**src/rtl/watchdog_reset_req.sv**
```systemverilog
// watchdog_reset_req
//   Watchdog that asks for a system reset when software stops kicking it.
//   A millisecond-style prescaler (ms_cnt) feeds a timeout counter (to_cnt).
//   If TIMEOUT_MS ticks pass without a kick while armed, a PULSE_CYCLES wide
//   reset request is issued, followed by a HOLDOFF_CYCLES quiet period.
//
// Ports
//   clk           system clock, all logic on the rising edge
//   rst           synchronous active-high reset
//   enable        arms the watchdog while high
//   kick          single-cycle keep-alive strobe
//   clr_flag      clears timeout_flag (a simultaneous fire keeps it set)
//   wdt_rst_o     registered reset request, active-high
//   wdt_rst_n_o   inverse of wdt_rst_o
//   timeout_flag  sticky "a fire has occurred" flag
//   fire_cnt      saturating count of fires, cleared only by rst
module watchdog_reset_req #(
  parameter int unsigned SYS_CYCLE      = 'd20,
  parameter int unsigned MS_WAIT_TIME   = 'd1000000,
  parameter int unsigned TIMEOUT_MS     = 'd100,
  parameter int unsigned PULSE_CYCLES   = 'd16,
  parameter int unsigned HOLDOFF_CYCLES = 'd8
) (
  input  logic       clk,
  input  logic       rst,
  input  logic       enable,
  input  logic       kick,
  input  logic       clr_flag,
  output logic       wdt_rst_o,
  output logic       wdt_rst_n_o,
  output logic       timeout_flag,
  output logic [7:0] fire_cnt
);

  localparam logic [16:0] MS_CNT_MAX = 17'(MS_WAIT_TIME / SYS_CYCLE - 1);
  localparam logic [10:0] TO_LAST    = 11'(TIMEOUT_MS - 1);
  localparam logic [7:0]  PULSE_LAST = 8'(PULSE_CYCLES - 1);
  localparam logic [7:0]  HOLD_LAST  = 8'(HOLDOFF_CYCLES - 1);

  typedef enum logic [1:0] {
    IDLE  = 2'd0,
    ARMED = 2'd1,
    FIRE  = 2'd2,
    HOLD  = 2'd3
  } state_t;

  state_t      state;
  state_t      next_state;
  logic [16:0] ms_cnt;
  logic [10:0] to_cnt;
  logic [7:0]  pulse_cnt;
  logic        arm_first;
  logic        ms_tick;
  logic        timeout_hit;
  logic        fire_start;

  assign ms_tick     = (ms_cnt == MS_CNT_MAX);
  assign timeout_hit = ms_tick && (to_cnt == TO_LAST) && !kick && enable;
  assign wdt_rst_n_o = ~wdt_rst_o;

  // Next-state decode. In ARMED, dropping enable beats a kick, and a kick
  // beats the timeout even on the final tick.
  always_comb begin
    next_state = state;
    fire_start = 1'b0;
    case (state)
      IDLE: begin
        if (enable) next_state = ARMED;
      end
      ARMED: begin
        if (!enable) begin
          next_state = IDLE;
        end else if (kick) begin
          next_state = ARMED;
        end else if (timeout_hit) begin
          next_state = FIRE;
          fire_start = 1'b1;
        end
      end
      FIRE: begin
        if (pulse_cnt == PULSE_LAST) next_state = HOLD;
      end
      HOLD: begin
        if (pulse_cnt == HOLD_LAST) next_state = enable ? ARMED : IDLE;
      end
      default: next_state = IDLE;
    endcase
  end

  // State register.
  always_ff @(posedge clk) begin
    if (rst) state <= IDLE;
    else     state <= next_state;
  end

  // Marks the first cycle spent in ARMED so the prescaler restarts there,
  // which makes an arm behave exactly like a kick on the entry cycle.
  always_ff @(posedge clk) begin
    if (rst) arm_first <= 1'b0;
    else     arm_first <= (state != ARMED) && (next_state == ARMED);
  end

  // Prescaler and timeout counter only run in ARMED; everywhere else, on the
  // entry cycle and on a kick they restart from zero.
  always_ff @(posedge clk) begin
    if (rst || (state != ARMED) || arm_first || kick) begin
      ms_cnt <= '0;
      to_cnt <= '0;
    end else begin
      ms_cnt <= ms_tick ? 17'd0 : ms_cnt + 17'd1;
      if (ms_tick) to_cnt <= to_cnt + 11'd1;
    end
  end

  // pulse_cnt times both the FIRE pulse and the HOLD quiet period; it
  // restarts whenever either phase ends.
  always_ff @(posedge clk) begin
    if (rst) begin
      pulse_cnt <= '0;
    end else if ((state == FIRE || state == HOLD) && (next_state == state)) begin
      pulse_cnt <= pulse_cnt + 8'd1;
    end else begin
      pulse_cnt <= '0;
    end
  end

  // Reset request is registered from the next state, so it is high exactly
  // while the FSM sits in FIRE.
  always_ff @(posedge clk) begin
    if (rst) wdt_rst_o <= 1'b0;
    else     wdt_rst_o <= (next_state == FIRE);
  end

  // Sticky flag and saturating fire counter, updated on the FIRE entry.
  always_ff @(posedge clk) begin
    if (rst) begin
      timeout_flag <= 1'b0;
      fire_cnt     <= '0;
    end else begin
      if (fire_start)    timeout_flag <= 1'b1;
      else if (clr_flag) timeout_flag <= 1'b0;
      if (fire_start && (fire_cnt != 8'hFF)) fire_cnt <= fire_cnt + 8'd1;
    end
  end

endmodule
```
**config.mk**
```make
export PLATFORM = sky130hd
export DESIGN_NAME = watchdog_reset_req
export DESIGN_NICKNAME = d
export VERILOG_FILES = /design/src/rtl/watchdog_reset_req.sv
export SDC_FILE = /design/constraint.sdc
export NUM_CORES = 1
export LEC_CHECK = 0
export BUFFER_PORTS_ARGS = -buffer_cell sky130_fd_sc_hd__buf_2
export CAP_MARGIN = 10
export CORE_ASPECT_RATIO = 0.8
export CORE_MARGIN = 8
export CORE_UTILIZATION = 59
export DETAILED_ROUTE_END_ITERATION = 10
export HOLD_SLACK_MARGIN = 0.02
export PLACE_DENSITY = 0.78
export SLEW_MARGIN = 20
export SYNTH_ARGS = -nofsm -noshare
export SYNTH_HDL_FRONTEND = slang
export SYNTH_SLANG_ARGS = --single-unit
```
**constraint.sdc**
```tcl
create_clock -name clk -period 3.1 [get_ports clk]
set_input_delay 0.62 -clock clk [delete_from_list [all_inputs] [get_ports clk]]
set_output_delay 0.62 -clock clk [all_outputs]
set_load 0.01 [all_outputs]
```
---- After elaboration in Yosys (flattened, before gate mapping) ----
Index checks and enable logic that the tools add are counted.
storage, ports and cells
  output and inout port bits .............. 11
  register bits after elaboration ......... 49
  word-level logic and storage cells ...... 55
operators by class
  $add $sub $neg .......................... 4
  reductions and logical operators ........ 15
  bitwise gates (word level) .............. 2
  equality and inequality tests ........... 12
  multiplexer cells ....................... 14
operator list
  cell                     number
  $add A17 B1 Y17 const B  1
  $eq A17 B16 Y1 const B   1
  $add A8 B1 Y8 const B    2
  $mux W2                  6
  $add A11 B1 Y11 const B  1
  $eq A11 B7 Y1 const B    1
  $eq A8 B3 Y1 const B     1
  $eq A8 B4 Y1 const B     1
  $ne A8 B8 Y1 const B     1
  $pmux W2 S4              1
  $mux W1                  7
  $eq A2 B2 Y1 const B     3
  $logic_and A1 B1 Y1      6
  $eq A2 B1 Y1 const B     2
  $logic_or A1 B1 Y1       4
  $reduce_or A2 Y1         2
  $eq A2 B2 Y1             1
  $logic_not A2 Y1         1
  $ne A2 B1 Y1 const B     1
  $not A1 Y1               2
  $reduce_bool A2 Y1       1
  $logic_not A1 Y1         1

---- Longest topological paths before layout ----
  depth after elaboration ................. 12
  mapped depth ............................ 8

---- Worst setup path before layout ----
Ideal clock, no wire load.
  kind .................................... in2reg
  start point ............................. in enable
  end point ............................... reg fire_cnt[4]
  cell stages on the path ................. 6
  arrival ................................. 2.269 ns
  path buffers ............................ 1
  setup slack ............................. 0.760 ns
  cell sequence ........................... or4b_2 nor4_1 nand4_1 buf_2 or4_1 a21oi_1
on the way
  cells in the longest elaborated chain, start to end .. 6
RTL lines
  element                  line  source
  start, declared          26    input logic enable,
  $logic_and A1 B1 Y1      58    assign timeout_hit = ms_tick && (to_cnt == TO_LAST) && !kick && enable;
  $mux W1                  75    end else if (timeout_hit) begin
  $mux W1                  73    end else if (kick) begin
  $mux W1 (*)              71    if (!enable) begin
  $mux W1 (*)              66    case (state)
  $logic_and A1 B1 Y1 (*)  142   if (fire_start && (fire_cnt != 8'hFF)) fire_cnt <= fire_cnt + 8'd1;
  end signal, assigned     142
  end, declared            32    output logic [7:0] fire_cnt
Every way passes the cells marked *; elsewhere a longest branch is shown, timed or not.
A chain may end at the register's enable or synchronous reset.

---- Worst setup path in the final report ----
  start point ............................. reg ms_cnt[12]
  end point ............................... reg fire_cnt[3]
on the way
  cells in the longest elaborated chain, start to end .. 9
RTL lines
  element                           line  source
  start, declared                   49    logic [16:0] ms_cnt;
  start signal, assigned            110   ms_cnt <= ms_tick ? 17'd0 : ms_cnt + 17'd1;
  $eq A17 B16 Y1                    57    assign ms_tick = (ms_cnt == MS_CNT_MAX);
  $logic_and A1 B1 Y1 (3 in a row)  58
  $mux W1                           75
  $mux W1                           73
  $mux W1                           71
  $mux W1                           66
  $logic_and A1 B1 Y1               142
No other way between the ends.

==> impl_metrics.toml <==
[critical_path]
worst_ep_required_time_ns = 3.34
crit_type = "reg -> reg"
worstPathCellList = "or4b_4 -> nor4_4 -> nand4_1 -> buf_4 -> or4_1 -> a21oi_1"
r2r_slack_ns = 0.67
r2r-end = "fire_cnt[3]"
start_kind = "register"
rr_worst_depth = 6
max_stage_delay_ns = 0.55
end_kind = "register"
cp.arrival_ns = 2.67
crit_fanout = 20
r2r-start = "ms_cnt[12]"
slowest_stage = "or4b_4"

[grt]
top_usage_layer = "met2"
met3_usage_pct = 4.17
grt_usage_pct = 14.4
use_met2_pct = 21.7
grt_max_degree = 21
grt_util_met1_pct = 18.5
antenna_found_initial = 0
grt_pass1_vias = 1634
grt_overflow = 0
grt_pass1_wl_mm = 7.07

[yosys]
synthesis.area_um2 = 2210
synth_compound_area_share_pct = 6.89
yosys.area_share.xor_xnor_pct = 11.9
synthAdderAreaFrac_pct = 2.26
syn-num-nets = 262
synth.distinct_cells = 36
muxShareOfSynthArea_pct = 0.508
ys_warn_count = 0
synth_top_family_by_area = "simple AND/OR/NAND/NOR gates"
synthSimpleGateAreaFrac_pct = 30.9
synth_area_per_cell_um2 = 8.75
seq_area_frac_synth_pct = 44.3
syn_inst = 253
synth_seq_cells = 49

[clock_tree]
htreeDepth = 2
cts_hold_buf = 0
clkLatencyLatePin_ns = 0.30
clockBufferDepth = 2
cts_setup_buffers = 0
path_clk_slew_ns = 0.09
cts_inserted_buffers = 5
cts_root_buf = "clkbuf_8"
clock_sinks = 49
post_cts_resized = 0
cts_tree = "built"

[worst_hold_path]
hold_depth = 1
min_to = "ms_cnt[0]"
hold_class = "reg -> reg"
hp-start = "ms_cnt[0]"

[power_and_ir_drop]
seqPwrFrac_pct = 59.8
sw_frac_of_total_pct = 20.7
p_comb_share_pct = 1.3
power.share.clock_pct = 38.9
power_density_nw_per_um2 = 436
vdd_ir_drop_max_uv = 290
leakage_nw = 0.808
p_switching_uw = 219
total_power_mw = 1.06
p_int_uw = 839

[floorplanning]
fp.dieH_um = 70.8
die-width_um = 84.5
row_count = 20
coreArea_um2 = 3700
die_area_um2 = 5980
start_util_pct = 59.8
io_pins = 16

[detailed_routing]
post_drt_wl_per_cell_um = 12.9
drtIter0Drc = 70
drcViolationCount = 0
routed_wirelength_mm = 4.03
antenna_left = 0
vias = 1739
vias_per_cell = 5.56
first_pass_iters = 4

[status]
outcome = "completed"

[cells_and_area]
most-common-layout-cells = "dfxtp_1, nor2_1, xnor2_1"
final_nets = 277
fillCellCount = 312
n_antenna_cell = 0
area_growth_syn_to_layout_pct = 9.38
drive_gt1_share_pct = 11.2
mostFrequentLayoutCell = "dfxtp_1"
seq_area_um2 = 981
stdcell_area_um2 = 2420
final_core_util_pct = 65.4
multiInputGateArea_um2 = 1160

[timing]
period_minus_slack_ns = 2.43
holdWs_ns = 0.461
slew_headroom_pct = 56.8
rsz0062_at_grt = "no"
tightest_slew_ns = 0.646
tns_ns = 0
skew_ns = 0.00543
setup_violations = 0
max_freq_mhz = 411
post-route-period-util_pct = 78.4
slew_viol_final = 0
hold_viol_final = 0

[placed_design]
placed_area_um2 = 2320
portBuffers = 15
gp_congestion = 0.805
hpwl_mm = 2.69

[job]
maxCapViolCount = 0
layout make-up:
type,instances,area share (%)
inverters,11,1.70
well taps,44,2.27
clock buffers,7,3.98
flip-flops and latches,49,40.5
multi-input cells,185,47.9
clock inverters,1,0.207
repair buffers,16,3.41
synthesized netlist by cell type (all sizes together):
| library cell | instances | share of area (%) |
|---|---|---|
| nor4b | 1 | 1.1 |
| or3b | 1 | 0.40 |
| or2 | 1 | 0.28 |
| o21ai | 4 | 0.90 |
| buf | 1 | 0.23 |
| and4b | 1 | 0.45 |
| o31ai | 4 | 1.4 |
| or4b | 2 | 1.1 |
| nand2b | 4 | 1.1 |
| a21oi | 12 | 2.7 |
| or3 | 4 | 1.1 |
| nor3 | 6 | 1.4 |
| nand3 | 16 | 3.6 |
| xor2 | 13 | 5.1 |
| nand3b | 2 | 0.68 |
| or4 | 6 | 2.0 |
| xnor2 | 17 | 6.7 |
| nor4 | 7 | 2.7 |
| nand2 | 15 | 2.5 |
| a22o | 1 | 0.40 |
| clkbuf | 7 | 1.2 |
| mux2 | 1 | 0.51 |
| inv | 11 | 1.9 |
| a21o | 1 | 0.34 |
| and2 | 2 | 0.56 |
| and3b | 1 | 0.40 |
| and3 | 6 | 1.7 |
| nand4 | 11 | 3.1 |
| o41ai | 2 | 0.79 |
| dfxtp | 49 | 44 |
| nor2 | 38 | 6.4 |
| ha | 4 | 2.3 |
| o31a | 1 | 0.40 |
| nor2b | 1 | 0.28 |
worst max-delay path, delay by kind of cell, from the launching register on:
family,cells,cell delay (ns)
AO/OA/AOI/OAI,1,0.16
flip-flops,1,0.36
buffers and inverters,1,0.23
AND/OR/NAND/NOR,4,1.62
power groups by stage:
stage / combinational (mW) / sequential (mW) / clock [mW]
final: 0.0139 / 0.632 / 0.411
after detailed placement: 0.0140 / 0.647 / 0
after floorplan: 0.00933 / 0.646 / 0
after CTS: 0.0140 / 0.632 / 0.422
after global placement: 0.0139 / 0.647 / 0
after global routing: 0.0158 / 0.633 / 0.445
metal layers:
metal | wire length (um) | part of all wire [%]
met5 | 0 | 0
met1 | 2180 | 54
met3 | 124 | 3.1
met2 | 1670 | 41
met4 | 69 | 1.7
worst max path at each step:
stage,depth (start not counted),slack (ns),startpoint,endpoint
after floorplan,6,0.76,enable,fire_cnt[4]
after global placement,7,0.54,enable,fire_cnt[5]
after detailed placement,7,0.51,enable,fire_cnt[3]
after CTS,6,0.65,ms_cnt[12],fire_cnt[4]
after global routing,7,0.44,ms_cnt[0],fire_cnt[4]
final,6,0.67,ms_cnt[12],fire_cnt[3]
flip-flops by register name, indices dropped and copies added (netlist names):
name          cells
state             2
timeout_flag      1
to_cnt           11
pulse_cnt         8
wdt_rst_o         1
fire_cnt          8
arm_first         1
ms_cnt           17
cells by family after synthesis:
kind of cell               after synthesis
xor gates and xnor gates                30
and+or+nand+nor                        125
DFF                                     49
buffers and inverters                   19
adders and majority gates                4
muxes                                    1
AOI/OAI and AO/OA                       25
per-stage QoR:
step | worst slack, ns | instances
6_report | 0.668 | 313
5_1_grt | 0.440 | 313
4_1_cts | 0.646 | 313
3_5_place_dp | 0.507 | 305
3_3_place_gp | 0.542 | 305
2_1_floorplan | 0.760 | 253
(Power assumes the default switching activity.)
